File: src/rtl/sap1_sequencer.sv
// sap1_sequencer
// Run-mode controller for the SAP-1 datapath. A six-step T-state sequencer
// decodes the IR opcode nibble into the 12-bit control word that drives the
// shared bus. It also provides run/pause, single-instruction stepping, a halt
// state and a completed-instruction counter for the front panel.
//
// Ports:
//   clk         system clock, all state changes on the rising edge
//   clr         synchronous active-high reset
//   run         level: 1 = free-run, 0 = pause at the next instruction boundary
//   step        one-cycle pulse: run exactly one instruction while paused
//   opcode      IR[7:4], only looked at in T4..T6
//   cntrl_bus   {Cp,Ep,nLm,nCe,nLi,nEi,nLa,Ea,Su,Eu,nLb,nLo}
//   t_state     one-hot T1..T6, all zero in IDLE and HALT
//   idle        paused at an instruction boundary
//   halted      an HLT instruction has executed
//   instr_count completed instructions, wraps modulo 2^CNT_W
module sap1_sequencer #(
  parameter logic [3:0] OPC_LDA = 4'h0,
  parameter logic [3:0] OPC_ADD = 4'h1,
  parameter logic [3:0] OPC_SUB = 4'h2,
  parameter logic [3:0] OPC_OUT = 4'hE,
  parameter logic [3:0] OPC_HLT = 4'hF,
  parameter int         CNT_W   = 8
) (
  input  logic             clk,
  input  logic             clr,
  input  logic             run,
  input  logic             step,
  input  logic [3:0]       opcode,
  output logic [11:0]      cntrl_bus,
  output logic [5:0]       t_state,
  output logic             idle,
  output logic             halted,
  output logic [CNT_W-1:0] instr_count
);

  // Control words. NOP leaves every active-low load/enable high.
  localparam logic [11:0] CW_NOP     = 12'h3E3;
  localparam logic [11:0] CW_FETCH1  = 12'h5E3;
  localparam logic [11:0] CW_FETCH2  = 12'hBE3;
  localparam logic [11:0] CW_FETCH3  = 12'h263;
  localparam logic [11:0] CW_IR_MAR  = 12'h1A3;
  localparam logic [11:0] CW_RAM_A   = 12'h2C3;
  localparam logic [11:0] CW_RAM_B   = 12'h2E1;
  localparam logic [11:0] CW_ADD_A   = 12'h3C7;
  localparam logic [11:0] CW_SUB_A   = 12'h3CF;
  localparam logic [11:0] CW_A_OUT   = 12'h3F2;

  localparam logic [CNT_W-1:0] CNT_ONE = {{(CNT_W-1){1'b0}}, 1'b1};

  typedef enum logic [2:0] {
    IDLE, T1, T2, T3, T4, T5, T6, HALT
  } state_t;

  state_t state, state_nxt;
  logic   step_latch, step_latch_nxt;
  logic   count_en;

  // State register, one-instruction latch and instruction counter.
  // clr wins over everything, even in the middle of an instruction.
  always_ff @(posedge clk) begin
    if (clr) begin
      state       <= IDLE;
      step_latch  <= 1'b0;
      instr_count <= '0;
    end else begin
      state      <= state_nxt;
      step_latch <= step_latch_nxt;
      if (count_en) begin
        instr_count <= instr_count + CNT_ONE;
      end
    end
  end

  // Next-state logic. Pause is only honoured at T6, so an instruction always
  // runs to completion once T1 has been entered. The step latch remembers
  // that this instruction was started by a step pulse, so T6 returns to IDLE
  // even if run goes high partway through.
  always_comb begin
    state_nxt      = state;
    step_latch_nxt = step_latch;
    count_en       = 1'b0;
    case (state)
      IDLE: begin
        if (run) begin
          state_nxt      = T1;
          step_latch_nxt = 1'b0;
        end else if (step) begin
          state_nxt      = T1;
          step_latch_nxt = 1'b1;
        end
      end
      T1: state_nxt = T2;
      T2: state_nxt = T3;
      T3: state_nxt = T4;
      T4: begin
        // HLT retires at the end of T4 instead of running T5/T6.
        if (opcode == OPC_HLT) begin
          state_nxt      = HALT;
          step_latch_nxt = 1'b0;
          count_en       = 1'b1;
        end else begin
          state_nxt = T5;
        end
      end
      T5: state_nxt = T6;
      T6: begin
        count_en       = 1'b1;
        step_latch_nxt = 1'b0;
        if (run && !step_latch) begin
          state_nxt = T1;
        end else begin
          state_nxt = IDLE;
        end
      end
      HALT:    state_nxt = HALT;
      default: state_nxt = IDLE;
    endcase
  end

  // Control-word decode from the current T-state and opcode. Fetch is the
  // same for every opcode; the opcode is only consulted from T4 on, once the
  // IR has been loaded by the T3 edge.
  always_comb begin
    cntrl_bus = CW_NOP;
    case (state)
      T1: cntrl_bus = CW_FETCH1;
      T2: cntrl_bus = CW_FETCH2;
      T3: cntrl_bus = CW_FETCH3;
      T4: begin
        if (opcode == OPC_LDA || opcode == OPC_ADD || opcode == OPC_SUB) begin
          cntrl_bus = CW_IR_MAR;
        end else if (opcode == OPC_OUT) begin
          cntrl_bus = CW_A_OUT;
        end
      end
      T5: begin
        if (opcode == OPC_LDA) begin
          cntrl_bus = CW_RAM_A;
        end else if (opcode == OPC_ADD || opcode == OPC_SUB) begin
          cntrl_bus = CW_RAM_B;
        end
      end
      T6: begin
        if (opcode == OPC_ADD) begin
          cntrl_bus = CW_ADD_A;
        end else if (opcode == OPC_SUB) begin
          cntrl_bus = CW_SUB_A;
        end
      end
      default: cntrl_bus = CW_NOP;
    endcase
  end

  // Status flags and one-hot T-state indicator for the front panel.
  always_comb begin
    t_state = 6'b000000;
    case (state)
      T1:      t_state = 6'b000001;
      T2:      t_state = 6'b000010;
      T3:      t_state = 6'b000100;
      T4:      t_state = 6'b001000;
      T5:      t_state = 6'b010000;
      T6:      t_state = 6'b100000;
      default: t_state = 6'b000000;
    endcase
    idle   = (state == IDLE);
    halted = (state == HALT);
  end

  // Only one driver may own the shared bus: Ep, !nCe, !nEi, Ea and Eu are
  // mutually exclusive in every state.
  bus_exclusive: assert property (@(posedge clk)
    $countones({cntrl_bus[10], ~cntrl_bus[8], ~cntrl_bus[6],
                cntrl_bus[4], cntrl_bus[2]}) <= 1);

endmodule

File: config.mk
export PLATFORM = sky130hd
export DESIGN_NAME = sap1_sequencer
export DESIGN_NICKNAME = d
export VERILOG_FILES = /design/src/rtl/sap1_sequencer.sv
export SDC_FILE = /design/constraint.sdc
export NUM_CORES = 1
export LEC_CHECK = 0
export BUFFER_PORTS_ARGS = -buffer_cell sky130_fd_sc_hd__clkbuf_2
export CAP_MARGIN = 20
export CORE_AREA = 2 2 48 50
export DETAILED_ROUTE_END_ITERATION = 7
export DIE_AREA = 0 0 50 52
export PLACE_DENSITY = 0.71
export SYNTH_ARGS = -nofsm -noshare
export SYNTH_HDL_FRONTEND = slang
export SYNTH_SLANG_ARGS = --single-unit
File: constraint.sdc
create_clock -name clk -period 1.12 [get_ports clk]
set_input_delay 0.056 -clock clk [delete_from_list [all_inputs] [get_ports clk]]
set_output_delay 0.056 -clock clk [all_outputs]
set_load 0.02 [all_outputs]
==> metrics.yaml, run 1 <==
status: "finished with violations"
violations: "setup timing"
r2r_slack_ns: -0.34
setup_viol: 31
period_share_pct: 134
async_reset_ff_share_pct: 0
dieArea_um2: 2600
dpl.cell_count: 178
final_antenna_net_count: 0
hold_slack_ns: 0.113
rsz0062_at_grt: "yes"
synth_nets: 113
p_sw_share_pct: 37.9
tritoncts: "built"
setup.worst_path.class: "reg2out"
internal-power_mw: 1.23
holdCritStartpoint: "clr"
avgSynthCellArea_um2: 7.76
drt-vias-per-instance: 5.51
num_antenna_cells: 0
end_kind: "primary output"
antenna_found_initial: 0
drive_above_1_share_pct: 68.9
crit_path_start: "state[0]"
start_util_pct: 38.3
maxCapViolCount: 0
ys_warn_count: 0
grt_pass1_vias: 1103
dr.pass1.iters: 4
synth_top_area_share_pct: 29.8
wirelength_mm: 3.41
synth_cells: 104
ctsHoldBuffers: 0
critPathArrivalTime_ns: 1.45
maxSlewViolCount: 0
gp_congestion: 0.890
row_count: 17
grt_usage_pct: 26.6
fp.coreArea_um2: 2110
die_y_um: 52
synth-seq-area-share_pct: 29.8
crit_path_start_kind: "flip-flop"
clock_power_share_pct: 19.3
detailedPlacementHpwl_mm: 1.76
clk_pin_slew_worst_paths_ns: 0.08
stdcell_count: 195
cp-endpoint: "cntrl_bus[5]"
ctsLongestPathBuffers: 2
synth_top_area_cell: "dfxtp_1"
grt_max_degree: 13
r2r_end: "instr_count[7]"
nets: 177
ys_top_cells_by_area: "dfxtp_1, nor2_1, a21oi_1, xnor2_1, o21ai_0"
cts_max_level: 1
hold_class: "in2reg"
seqPwrFrac_pct: 24.4
path_max_fanout: 3
reg2reg_from: "state[0]"
hold_viol: 0
grt_first_pass_wirelength_mm: 5.06
io_pins: 36
insertion_delay_ns: 0.30
synth.distinct_cells: 36
vdd_drop_max_mv: 1.30
port_buffers: 35
area_delta_synth_final_pct: 100
fp.dieW_um: 50
yosysMostFrequentCell: "nor2_1"
fmax_mhz: 665
comb_power_share_pct: 56.3
p_leak_nw: 0.695
vias: 1075
place_ws_ns: -0.212
syn_area_um2: 807
p_per_area_nw_per_um2: 1230
switching_power_uw: 753
setup_ws_ns: -0.385
synth-seq-cells: 12
fin_tns_setup_ns: -8.34
clockRootBuffer: "clkbuf_4"
overflow: 0
wire_per_inst_um: 17.5
tightest_slew_ns: 0.543
synthTopCellsByCount: "nor2_1, dfxtp_1, a21oi_1"
fin_crit_ns: 1.50
synth_flop_cell: "dfxtp_1"
r2r_cells: 6
synth_edf_count: 0
relSlewSlack_pct: 63.6
skew_ns: 0.00346
drcViolationCount: 0
required_ns: 1.06
cts_buffers: 3
dr.first_iter.drc_count: 21
cts_sinks: 12
[timing repair]
action,in CTS,in global routing
gates resized for setup,71,21
pin swaps,12,9
gates cloned,0,0
setup endpoints to repair,31,31
setup buffers,12,2
[critical path: stages, from the launching register on]
cell,delay (ns)
dfxtp_2,0.36
nand3b_1,0.15
inv_2,0.05
mux2_4,0.25
o211ai_1,0.16
buf_4,0.17
[area by class of cell]
cell class | instances | area [µm²]
Fill cell | 128 | 489
Timing Repair Buffer | 67 | 588
Clock buffer | 4 | 36.3
Multi-Input combinational cell | 79 | 673
Inverter | 5 | 21.3
Tap cell | 28 | 35.0
Sequential cell | 12 | 263
[power groups by stage]
stage	combinational, mW	clock, mW	sequential (mW)
finish	1.12	0.382	0.485
detailed placement	0.637	0	0.489
global placement	0.625	0	0.486
floorplan	0.442	0	0.483
CTS	1.05	0.364	0.482
global route	1.17	0.406	0.489
[metrics by stage]
step                      area, µm²  total power [mW]  utilization (%)
final                          1620              1.99             76.8
after global routing           1620              2.07             76.8
after CTS                      1560              1.90             74.0
after detailed placement       1150              1.13             54.5
after global placement         1150              1.11             54.5
after floorplan                 867             0.925                -
[cell families (layout without fill, tap and decap cells)]
group | after synthesis | after routing | synth area share, %
multiplexers | 1 | 1 | 1.40
flip-flops | 12 | 12 | 29.8
XOR/XNOR | 7 | 7 | 7.60
AND/OR/NAND/NOR | 49 | 49 | 33.5
AO/OA/AOI/OAI | 21 | 21 | 16.1
buffers and inverters | 13 | 76 | 10.1
adder cells (fa/ha/maj) | 1 | 1 | 1.55
[layer usage]
layer	vias to the layer above	track usage (%)	wire, µm
met5	-	0	0
li1	495	-	-
met2	28	49.1	1880
met4	0	15.3	74
met1	545	28.1	1360
met3	7	4.89	100
[cell usage in the layout (no fill, tap or decap), types with 3 or more instances in the layout]
cell type	n
nand3_1	3
xnor2_1	3
inv_2	3
buf_8	3
nor2_1	9
nor2_4	3
o21ai_0	3
buf_4	26
dfxtp_1	4
dfxtp_4	5
buf_6	9
a21oi_1	7
clkbuf_8	12
dfxtp_2	3
clkbuf_2	15
clkbuf_4	5
nand2_1	3
[state kept, by name, summed over array words and instances (netlist names), named ones only]
name	count
step_latch	1
instr_count	8
state	2
[worst min path at each step]
stage                     endpoint  cells past startpoint  slack [ns]
global route              state[0]                      2        0.13
CTS                       state[0]                      2        0.12
floorplan                 state[1]                      1        0.13
detailed placement       flip-flop                      2        0.41
global placement         flip-flop                      2        0.41
finish              instr_count[1]                      2        0.11
Power figures use the tool's default switching activity.
==> run 2: changes to the inputs <==
--- a/config.mk
+++ b/config.mk
@@ -10,7 +10,9 @@
 export CORE_AREA = 2 2 48 50
 export DETAILED_ROUTE_END_ITERATION = 7
 export DIE_AREA = 0 0 50 52
+export MAX_ROUTING_LAYER = met4
 export PLACE_DENSITY = 0.71
+export SKIP_LAST_GASP = 1
 export SYNTH_ARGS = -nofsm -noshare
 export SYNTH_HDL_FRONTEND = slang
 export SYNTH_SLANG_ARGS = --single-unit
==> run 2 against run 1 <==
- the run still ends with setup timing left
- utilization is 4.6 points higher
- clock skew is 0.0090 ns higher
- final cell count is 1.5% higher
- critical path depth stayed put
- via count is 1.1% higher
- hold slack worse by 0.0037 ns
- highest routed layer unchanged
==> metrics.yaml, run 2 (synthesized netlist as in run 1, its figures left out) <==
largest_reg_flops: 8  # unchanged
path_max_fanout: 3  # unchanged
tightest_slew_ns: 0.633  # +0.0903 ns
layout.area.seq_um2: 263  # unchanged
drive_above_1_share_pct: 71.2  # +2.3 points
final_cell_mix: "buf_4, buf_6, clkbuf_2"
rsz0062_at_grt: "yes"
p_leak_nw: 0.714  # +2.8%
grt_first_pass_wirelength_mm: 5.03  # -0.53%
io_pins: 36  # unchanged
fin_crit_ns: 1.55  # +0.0422 ns
skew_ns: 0.0124  # +0.00896 ns
clock_power_share_pct: 17.9  # -1.4 points
gp_congestion: 0.905  # +1.7%
grt_pass1_vias: 1071  # -2.9%
grt_usage_pct: 26.3  # -0.29 points
tritoncts: "built"
comb_power_share_pct: 59.3  # +3.0 points
multi_input_area_um2: 703  # +4.5%
cts_max_level: 1  # unchanged
violations: "setup timing"
seqPwrFrac_pct: 22.8  # -1.6 points
cpLargestDelayFamily: "flip-flops"
p_per_area_nw_per_um2: 1260  # +2.6%
setup_ws_ns: -0.427  # -0.0422 ns
clk_pin_slew_worst_paths_ns: 0.08  # about the same
drt-vias-per-instance: 5.49  # -0.42%
final_common_cell: "buf_4"
ctsLongestPathBuffers: 2  # unchanged
num_antenna_cells: 0  # unchanged
regMostFlops: "instr_count"
maxSlewViolCount: 0  # unchanged
max_stage_delay_ns: 0.36  # about the same
vdd_drop_max_mv: 1.20  # -8.1%
overflow: 0  # unchanged
dr.pass1.iters: 4  # unchanged
clockRootBuffer: "clkbuf_4"
fin_tns_setup_ns: -8.61  # -0.267 ns
slowest_stage: "dfxtp_2"
setup.worst_path.class: "reg2out"
row_count: 17  # unchanged
crit_path_start_kind: "flip-flop"
p_sw_share_pct: 38.9  # +0.94 points
grt_max_degree: 13  # unchanged
area_delta_synth_final_pct: 112
crit_buf_inv: 2  # unchanged
end_kind: "primary output"
cts_sinks: 12  # unchanged
drcViolationCount: 0  # unchanged
maxCapViolCount: 0  # unchanged
start_util_pct: 38.3  # unchanged
insertion_delay_ns: 0.30  # about the same
wirelength_mm: 3.62  # +6.2%
die_y_um: 52  # unchanged
fp.dieW_um: 50  # unchanged
internal-power_mw: 1.32  # +7.1%
final_antenna_net_count: 0  # unchanged
critPathArrivalTime_ns: 1.49  # +0.04 ns
relSlewSlack_pct: 57.5  # -6.1 points
switching_power_uw: 840  # +11%
path_cells: "nand3b_1 > inv_2 > mux2_4 > o211ai_1 > buf_4"
power_mw: 2.16  # +8.7%
reg_top3: "instr_count x8, state x2, step_latch x1"
nets: 180  # +1.7%
cts_buffers: 3  # unchanged
period_share_pct: 138  # +3.8 points
fmax_mhz: 647  # -2.7%
vias: 1087  # +1.1%
wire_per_inst_um: 18.3  # +4.6%
stdcell_count: 198  # +1.5%
hold_class: "in2reg"
dieArea_um2: 2600  # unchanged
required_ns: 1.06  # about the same
hold_viol: 0  # unchanged
detailedPlacementHpwl_mm: 1.76  # unchanged
dpl.cell_count: 178  # unchanged
nFillCells: 118  # -7.8%
place_ws_ns: -0.212  # unchanged
port_buffers: 35  # unchanged
fp.coreArea_um2: 2110  # unchanged
dr.first_iter.drc_count: 31  # +48%
status: "finished with violations"
setup_viol: 31  # unchanged
antenna_found_initial: 0  # unchanged
[run 2: cell types whose count changed in the layout (fill, tap and decap cells not counted), sizes merged]
cell	delta
clkbuf	-8
buf	+11
[run 2: path summary, 6_finish.rpt]
| kind | from | to | slack (ns) | cells past startpoint |
|---|---|---|---|---|
| setup / recovery | state[0] | cntrl_bus[5] | -0.43 | 5 |
| hold / removal | clr | instr_count[0] | 0.11 | 2 |
| setup reg to reg | state[0] | instr_count[7] | -0.37 | 7 |
| hold reg to reg | step_latch | step_latch | 0.54 | 2 |
[run 2: what timing repair did]
item                                    4_1_cts  5_1_grt
hold buffers                                  0        0
buffers inserted                             12        6
endpoints found under the setup margin       31       31
gates resized for setup                      69       50
pin swaps                                    12       16
[run 2: cell type report]
cell class,count,area share (%)
repair buffers,70,38.2
inverters,5,1.24
flip-flops and latches,12,15.3
clock buffers,4,2.12
multi-input cells,79,41.1
well taps,28,2.05
[run 2: power groups by stage]
stage / sequential, mW / combinational (mW) / clock [mW]
2_1_floorplan: 0.483 / 0.442 / 0
3_3_place_gp: 0.486 / 0.625 / 0
3_5_place_dp: 0.489 / 0.637 / 0
4_1_cts: 0.482 / 1.05 / 0.364
5_1_grt: 0.495 / 1.33 / 0.400
6_report: 0.492 / 1.28 / 0.386
[run 2: metrics by stage]
step | cell area, µm² | utilization [%] | hold WS (ns)
6_report | 1710 | 81.3 | 0.110
5_1_grt | 1710 | 81.3 | 0.139
4_1_cts | 1550 | 73.7 | 0.118
3_5_place_dp | 1150 | 54.5 | 0.413
3_3_place_gp | 1150 | 54.5 | 0.413
2_1_floorplan | 867 | - | 0.128
[run 2: per-layer routing]
metal | vias to the layer above | part of all wire, % | track usage [%]
li1 | 500 | - | -
met1 | 529 | 40 | 28.0
met5 | - | 0 | -
met2 | 51 | 54 | 49.1
met4 | 0 | 1.5 | 10.2
met3 | 7 | 4.5 | 3.74
